==> src/rtl/sha_key_fifo_if.sv <==
`default_nettype none
// ============================================================================
// Module   : sha_key_fifo_if
// Brief    : Digest-capture / AES-key handshake bundle for sha_key_fifo.
// Revision : 1.0 - initial release
// ============================================================================
interface sha_key_fifo_if #(
  parameter int DEPTH  = 4,
  parameter int KEY_W  = 128,
  parameter int DCNT_W = 16
);
  localparam int LVL_W = $clog2(DEPTH) + 1;

  logic              sha_valid;
  logic [31:0]       sha_id;
  logic [255:0]      sha_digest;
  logic              flush;
  logic              key_valid;
  logic              key_ready;
  logic [KEY_W-1:0]  key_data;
  logic [31:0]       key_id;
  logic [LVL_W-1:0]  level;
  logic              overflow;
  logic [DCNT_W-1:0] drop_cnt;

  // Producer/consumer side of the buffer.
  modport master (
    output sha_valid, sha_id, sha_digest, flush, key_ready,
    input  key_valid, key_data, key_id, level, overflow, drop_cnt
  );

  // Buffer side.
  modport slave (
    input  sha_valid, sha_id, sha_digest, flush, key_ready,
    output key_valid, key_data, key_id, level, overflow, drop_cnt
  );
endinterface
`default_nettype wire

==> src/rtl/sha_key_fifo.sv <==
`default_nettype none
// ============================================================================
// Module   : sha_key_fifo
// Brief    : Captures SHA-256 digests into a FIFO and presents them as AES
//            keys. Macro KEY_FOLD_EN selects XOR-folding for 128-bit keys.
// Revision : 1.0 - initial release
// ============================================================================
module sha_key_fifo #(
  parameter int DEPTH  = 4,
  parameter int KEY_W  = 128,
  parameter int DCNT_W = 16
) (
  input  logic           clk,
  input  logic           rstn,
  sha_key_fifo_if.slave  bus
);
  localparam int PTR_W = $clog2(DEPTH);
  localparam int LVL_W = PTR_W + 1;
  localparam int ENT_W = 32 + 256;
  localparam logic [LVL_W-1:0] FULL_LVL = LVL_W'(DEPTH);

  if ((KEY_W != 128) && (KEY_W != 256)) begin : g_bad_key_w
    $error("sha_key_fifo: KEY_W must be 128 or 256");
  end
  if ((DEPTH < 2) || ((1 << PTR_W) != DEPTH)) begin : g_bad_depth
    $error("sha_key_fifo: DEPTH must be a power of 2 and >= 2");
  end

  logic [ENT_W-1:0]  mem_q [DEPTH];
  logic [PTR_W-1:0]  wptr_q, wptr_d;
  logic [PTR_W-1:0]  rptr_q, rptr_d;
  logic [LVL_W-1:0]  level_q, level_d;
  logic              key_valid_q, key_valid_d;
  logic              overflow_q, overflow_d;
  logic [DCNT_W-1:0] drop_cnt_q, drop_cnt_d;
  logic              push, pop, drop, wr_en;
  logic [ENT_W-1:0]  head;
  logic [255:0]      head_dig;

  assign pop  = key_valid_q && bus.key_ready;
  assign push = bus.sha_valid && ((level_q < FULL_LVL) || pop);
  assign drop = bus.sha_valid && (level_q == FULL_LVL) && !pop;

  // Flush wins over everything, including a coincident digest.
  always_comb begin
    wptr_d      = wptr_q;
    rptr_d      = rptr_q;
    level_d     = level_q;
    overflow_d  = overflow_q;
    drop_cnt_d  = drop_cnt_q;
    wr_en       = 1'b0;
    if (bus.flush) begin
      wptr_d  = '0;
      rptr_d  = '0;
      level_d = '0;
    end else begin
      if (push) begin
        wr_en  = 1'b1;
        wptr_d = wptr_q + PTR_W'(1);
      end
      if (pop) begin
        rptr_d = rptr_q + PTR_W'(1);
      end
      if (push && !pop) begin
        level_d = level_q + LVL_W'(1);
      end else if (pop && !push) begin
        level_d = level_q - LVL_W'(1);
      end
      if (drop) begin
        overflow_d = 1'b1;
        if (drop_cnt_q != '1) begin
          drop_cnt_d = drop_cnt_q + DCNT_W'(1);
        end
      end
    end
    key_valid_d = (level_d != '0);
  end

  always_ff @(posedge clk or negedge rstn) begin
    if (!rstn) begin
      wptr_q      <= '0;
      rptr_q      <= '0;
      level_q     <= '0;
      key_valid_q <= 1'b0;
      overflow_q  <= 1'b0;
      drop_cnt_q  <= '0;
    end else begin
      wptr_q      <= wptr_d;
      rptr_q      <= rptr_d;
      level_q     <= level_d;
      key_valid_q <= key_valid_d;
      overflow_q  <= overflow_d;
      drop_cnt_q  <= drop_cnt_d;
    end
  end

  // Storage is cleared on reset so the show-ahead outputs read zero.
  always_ff @(posedge clk or negedge rstn) begin
    if (!rstn) begin
      for (int i = 0; i < DEPTH; i++) begin
        mem_q[i] <= '0;
      end
    end else if (wr_en) begin
      mem_q[wptr_q] <= {bus.sha_id, bus.sha_digest};
    end
  end

  assign head          = mem_q[rptr_q];
  assign head_dig      = head[255:0];
  assign bus.key_id    = head[ENT_W-1:256];
  assign bus.key_valid = key_valid_q;
  assign bus.level     = level_q;
  assign bus.overflow  = overflow_q;
  assign bus.drop_cnt  = drop_cnt_q;

  if (KEY_W == 256) begin : g_key256
    assign bus.key_data = head_dig;
  end else begin : g_key128
`ifdef KEY_FOLD_EN
    assign bus.key_data = head_dig[255:128] ^ head_dig[127:0];
`else
    assign bus.key_data = head_dig[255:128];
`endif
  end
endmodule
`default_nettype wire

==> src/flat_wrapper.sv <==
// flat-port wrapper written by rule: the top's interface ports become plain ports
module sha_key_fifo_flat 
#(
  parameter int DEPTH  = 4,
  parameter int KEY_W  = 128,
  parameter int DCNT_W = 16
)
  (clk, rstn, bus_sha_valid, bus_sha_id, bus_sha_digest, bus_flush, bus_key_ready, bus_key_valid, bus_key_data, bus_key_id, bus_level, bus_overflow, bus_drop_cnt);
  sha_key_fifo_if #(.DEPTH(DEPTH), .KEY_W(KEY_W), .DCNT_W(DCNT_W)) bus_i ();
  input  logic clk;
  input  logic rstn;
  input wire logic [$bits(bus_i.sha_valid)-1:0] bus_sha_valid;
  input wire logic [$bits(bus_i.sha_id)-1:0] bus_sha_id;
  input wire logic [$bits(bus_i.sha_digest)-1:0] bus_sha_digest;
  input wire logic [$bits(bus_i.flush)-1:0] bus_flush;
  input wire logic [$bits(bus_i.key_ready)-1:0] bus_key_ready;
  output wire logic [$bits(bus_i.key_valid)-1:0] bus_key_valid;
  output wire logic [$bits(bus_i.key_data)-1:0] bus_key_data;
  output wire logic [$bits(bus_i.key_id)-1:0] bus_key_id;
  output wire logic [$bits(bus_i.level)-1:0] bus_level;
  output wire logic [$bits(bus_i.overflow)-1:0] bus_overflow;
  output wire logic [$bits(bus_i.drop_cnt)-1:0] bus_drop_cnt;
  assign bus_i.sha_valid = bus_sha_valid;
  assign bus_i.sha_id = bus_sha_id;
  assign bus_i.sha_digest = bus_sha_digest;
  assign bus_i.flush = bus_flush;
  assign bus_i.key_ready = bus_key_ready;
  assign bus_key_valid = bus_i.key_valid;
  assign bus_key_data = bus_i.key_data;
  assign bus_key_id = bus_i.key_id;
  assign bus_level = bus_i.level;
  assign bus_overflow = bus_i.overflow;
  assign bus_drop_cnt = bus_i.drop_cnt;
  sha_key_fifo #(.DEPTH(DEPTH), .KEY_W(KEY_W), .DCNT_W(DCNT_W)) u_core (.clk(clk), .rstn(rstn), .bus(bus_i));
endmodule
==> config.mk <==
export PLATFORM = sky130hd
export DESIGN_NAME = sha_key_fifo_flat
export DESIGN_NICKNAME = d
export VERILOG_FILES = /design/src/rtl/sha_key_fifo_if.sv /design/src/rtl/sha_key_fifo.sv /design/src/flat_wrapper.sv
export SDC_FILE = /design/constraint.sdc
export NUM_CORES = 1
export LEC_CHECK = 0
export CORE_UTILIZATION = 50
export CTS_CLUSTER_DIAMETER = 80
export DETAILED_ROUTE_END_ITERATION = 6
export HOLD_SLACK_MARGIN = 0.05
export PLACE_DENSITY = 0.75
export SYNTH_ARGS = -nofsm -noshare
export SYNTH_HDL_FRONTEND = slang
export SYNTH_SLANG_ARGS = --single-unit
==> constraint.sdc <==
create_clock -name clk -period 2.7 [get_ports clk]
set_input_delay 0.27 -clock clk [delete_from_list [all_inputs] [get_ports clk]]
set_output_delay 0.27 -clock clk [all_outputs]
set_load 0.1 [all_outputs]
==> impl_metrics.prom <==
# TYPE chip_impl_metric gauge
chip_impl_info{name="outcome",value="completed"} 1
chip_impl_metric{name="detail_route.iter0.violations",unit=""} 877
chip_impl_metric{name="synthesis.nets",unit=""} 1977
chip_impl_metric{name="largest_net_degree_at_the_start_of_global_routing",unit=""} 71
chip_impl_info{name="tritoncts_clock_tree",value="done"} 1
chip_impl_metric{name="critical_path.max_stage_delay",unit="ns"} 0.62
chip_impl_info{name="worstPathCellList",value="buf_12, buf_4, mux4_2, buf_12"} 1
chip_impl_metric{name="io-pin-count",unit=""} 474
chip_impl_metric{name="num-fill-cells",unit=""} 4108
chip_impl_info{name="crit_path_frequent_cell",value="sky130_fd_sc_hd__buf_12"} 1
chip_impl_metric{name="timing.final.hold_violations",unit=""} 0
chip_impl_metric{name="synthDistinctLibCells",unit=""} 38
chip_impl_metric{name="synthesized_area_per_cell",unit="um^2"} 18.48
chip_impl_metric{name="finish.instance_area",unit="um^2"} 38970
chip_impl_info{name="synth_ff_type",value="sky130_fd_sc_hd__dfrtp_1"} 1
chip_impl_metric{name="post-route-min-period",unit="ns"} 2.615
chip_impl_metric{name="h-tree-depth",unit=""} 3
chip_impl_info{name="critical_path.startpoint_type",value="register"} 1
chip_impl_metric{name="setup_total_negative_slack",unit="ns"} 0
chip_impl_metric{name="synth_seq_area_share",unit=""} 0.5374
chip_impl_metric{name="synth_edf_count",unit=""} 0
chip_impl_metric{name="finClkSkew",unit="ns"} 0.01375
chip_impl_metric{name="area_overhead_vs_synth",unit="%"} 25.87
chip_impl_metric{name="worst_slew_pin_slew",unit="ns"} 0.7365
chip_impl_metric{name="post_dp_cell_area",unit="um^2"} 36450
chip_impl_metric{name="antenna_left",unit=""} 0
chip_impl_metric{name="mappedNetlistArea",unit="um^2"} 30960
chip_impl_metric{name="routed_via_density",unit=""} 5.659
chip_impl_metric{name="drt_pre_antenna_iters",unit=""} 5
chip_impl_metric{name="groute.usage.overall",unit=""} 0.2260
chip_impl_metric{name="clock_insertion_delay_worst_skew",unit="ns"} 0.60
chip_impl_metric{name="die_w",unit="um"} 250.9
chip_impl_metric{name="crit_required",unit="ns"} 2.43
chip_impl_info{name="setup_repair_after_global_routing_missed_its_margin",value="false"} 1
chip_impl_metric{name="numClockSinks",unit=""} 665
chip_impl_metric{name="numCtsBuffers",unit=""} 72
chip_impl_metric{name="drc",unit=""} 0
chip_impl_metric{name="fin_crit_sh",unit=""} 0.9686
chip_impl_metric{name="synth_async_sr_flop_share",unit=""} 1.000
chip_impl_metric{name="utilization",unit=""} 0.6409
chip_impl_info{name="crit_path_end_kind",value="output pin"} 1
chip_impl_metric{name="cts-root-to-sink-buffers",unit=""} 3
chip_impl_metric{name="wirelength",unit="mm"} 69.46
chip_impl_metric{name="finalWeightedCongestion",unit=""} 0.7915
chip_impl_metric{name="final-setup-viol-count",unit=""} 0
chip_impl_info{name="setup.worst_path.class",value="reg -> out"} 1
chip_impl_metric{name="floorplan.die_area",unit="um^2"} 62930
chip_impl_metric{name="fp.dieH",unit="um"} 250.9
chip_impl_info{name="root_buffer",value="sky130_fd_sc_hd__clkbuf_16"} 1
chip_impl_metric{name="num_vias",unit=""} 16490
chip_impl_metric{name="core_region_area",unit="um^2"} 60810
chip_impl_metric{name="grt_pass1_vias",unit=""} 18760
chip_impl_metric{name="yosysWarnings",unit=""} 0
chip_impl_metric{name="grt_overflow",unit=""} 0
chip_impl_info{name="timing.hold.worst.class",value="in -> async"} 1
chip_impl_metric{name="max-cap-violations",unit=""} 0
chip_impl_metric{name="design.final.nets",unit=""} 2379
chip_impl_metric{name="number_of_pins_with_negative_max_slew_slack_in_the_final_report",unit=""} 0
chip_impl_metric{name="dp.final_hpwl",unit="mm"} 45.54
chip_impl_metric{name="synthesis.instances",unit=""} 1676
chip_impl_metric{name="number_of_antenna_violations_at_the_first_check_in_global_routing",unit=""} 18
chip_impl_info{name="layout.cells.most_common",value="sky130_fd_sc_hd__dfrtp_1"} 1
chip_impl_info{name="critical_path.slowest_cell",value="sky130_fd_sc_hd__dfrtp_4"} 1
chip_impl_metric{name="placementRows",unit=""} 90
chip_impl_metric{name="crit_path_max_fanout",unit=""} 24
chip_impl_metric{name="synthesized_flop_and_latch_total",unit=""} 665
chip_impl_metric{name="clk_transition_reported_paths",unit="ns"} 0.06
chip_impl_metric{name="global_route_wire_length_before_repair",unit="mm"} 110.9
chip_impl_metric{name="cp.arrival",unit="ns"} 2.35
chip_impl_metric{name="drive_gt1_frac",unit=""} 0.5602
chip_impl_metric{name="clock.fmax",unit="MHz"} 382.4
chip_impl_metric{name="placement.io_buffers",unit=""} 345
chip_impl_metric{name="avgRoutedWirePerCell",unit="um"} 23.84
chip_impl_metric{name="initial_core_util",unit=""} 0.5092
chip_impl_info{name="final_cell_mix",value="sky130_fd_sc_hd__dfrtp_1, sky130_fd_sc_hd__mux2_4, sky130_fd_sc_hd__mux2_2"} 1
chip_impl_metric{name="max_slew_headroom",unit=""} 0.5090
final timing paths:
path,start,to,slack (ns),depth (start not counted)
max in group asynchronous,rstn,u_core.mem_q[510]$_DFFE_PN0P_,1.44,4
setup / recovery,u_core.rptr_q[1]$_DFFE_PN0P_,bus_key_data[23],0.08,4
hold reg to reg,u_core.bus.drop_cnt[7]$_DFFE_PN0P_,u_core.bus.drop_cnt[7]$_DFFE_PN0P_,0.50,1
hold / removal,rstn,u_core.mem_q[1118]$_DFFE_PN0P_,0.25,2
setup reg to reg,u_core.bus.level[2]$_DFF_PN0_,u_core.mem_q[1052]$_DFFE_PN0P_,0.27,5
min in group clk,bus_sha_digest[132],u_core.mem_q[132]$_DFFE_PN0P_,0.37,2
cell usage after synthesis (2+ instances only):
cell type / n / area share
sky130_fd_sc_hd__mux4_2: 160 / 0.12
sky130_fd_sc_hd__o211ai_1: 3 / 0.00073
sky130_fd_sc_hd__nand2b_1: 3 / 0.00061
sky130_fd_sc_hd__a211oi_1: 4 / 0.00097
sky130_fd_sc_hd__nor4_1: 2 / 0.00040
sky130_fd_sc_hd__buf_1: 3 / 0.00036
sky130_fd_sc_hd__buf_12: 44 / 0.028
sky130_fd_sc_hd__buf_4: 24 / 0.0058
sky130_fd_sc_hd__mux2_4: 400 / 0.19
sky130_fd_sc_hd__nand4_1: 6 / 0.0012
sky130_fd_sc_hd__nor3_1: 4 / 0.00065
sky130_fd_sc_hd__nand2_8: 4 / 0.0026
sky130_fd_sc_hd__xor2_1: 7 / 0.0020
sky130_fd_sc_hd__ha_1: 8 / 0.0032
sky130_fd_sc_hd__or3_1: 2 / 0.00040
sky130_fd_sc_hd__nor2_1: 8 / 0.00097
sky130_fd_sc_hd__nand3_1: 5 / 0.00081
sky130_fd_sc_hd__and2_1: 2 / 0.00040
sky130_fd_sc_hd__and3_1: 2 / 0.00040
sky130_fd_sc_hd__dfrtp_1: 665 / 0.54
sky130_fd_sc_hd__and4_1: 2 / 0.00057
sky130_fd_sc_hd__a21oi_1: 5 / 0.00081
sky130_fd_sc_hd__clkbuf_1: 17 / 0.0021
sky130_fd_sc_hd__xnor2_1: 12 / 0.0034
sky130_fd_sc_hd__nand2_1: 7 / 0.00085
sky130_fd_sc_hd__inv_1: 6 / 0.00073
sky130_fd_sc_hd__mux2_2: 241 / 0.088
sky130_fd_sc_hd__o2111ai_1: 2 / 0.00057
sky130_fd_sc_hd__buf_2: 19 / 0.0031
final cells by class:
class	instances	area, um^2	share of cell area
Clock inverter	19	275.3	0.007063
Antenna cell	3	7.507	0.0001926
Inverter	6	22.52	0.0005778
Multi-Input combinational cell	897	13060	0.3351
Timing Repair Buffer	436	5813	0.1491
Sequential cell	665	16650	0.4272
Clock buffer	105	2171	0.05570
Tap cell	782	978.4	0.02510
worst max-delay path, delay by kind of cell (launching register included):
family                 cells  cell delay, ns
DFF                        1            0.62
muxes                      1            0.38
buffers and inverters      3            0.71
metal layers:
metal	part of all wire	global-route usage	up-vias
li1	-	-	7049
met1	0.41	0.2885	8891
met2	0.49	0.3694	379
met3	0.065	0.07010	137
met4	0.026	0.07108	30
met5	0.0030	0	-
through the flow:
step                worst slack [ns]  hold WS [ns]  std cells
global route                0.007831        0.2628       2911
finish                       0.08469        0.2488       2913
floorplan                     0.2570      -0.02559       1676
detailed placement          -0.06122        0.2765       2779
global placement           -0.007608        0.2605       2779
CTS                          0.02596        0.2280       2910
registers in the layout, indices dropped and copies added, names as in the netlist:
signal and count:
u_core.bus.drop_cnt 16, u_core.bus.overflow 1, u_core.rptr_q 2, u_core.bus.key_valid 1, u_core.mem_q 640, u_core.bus.level 3, u_core.wptr_q 2
what timing repair did:
item | in CTS | in global routing
setup buffers | 6 | 0
endpoints found under the hold margin | 41 | 0
hold buffers | 1 | 0
resized for setup | 2 | 0
endpoints found under the setup margin | 103 | 0
kinds of logic (layout without fill, tap and decap cells):
logic type | after synthesis | after routing | synth area share
muxes | 802 | 802 | 0.3983
DFF | 665 | 665 | 0.5374
buffers and inverters | 114 | 566 | 0.04085
and+or+nand+nor | 50 | 50 | 0.01059
xor gates and xnor gates | 19 | 19 | 0.005374
AOI/OAI and AO/OA | 18 | 18 | 0.004243
adders and majority gates | 8 | 8 | 0.003233
other | 0 | 3 | 0
Power is not shown: default switching activity piles up to over one toggle a cycle in this logic, so the estimate is an artifact.
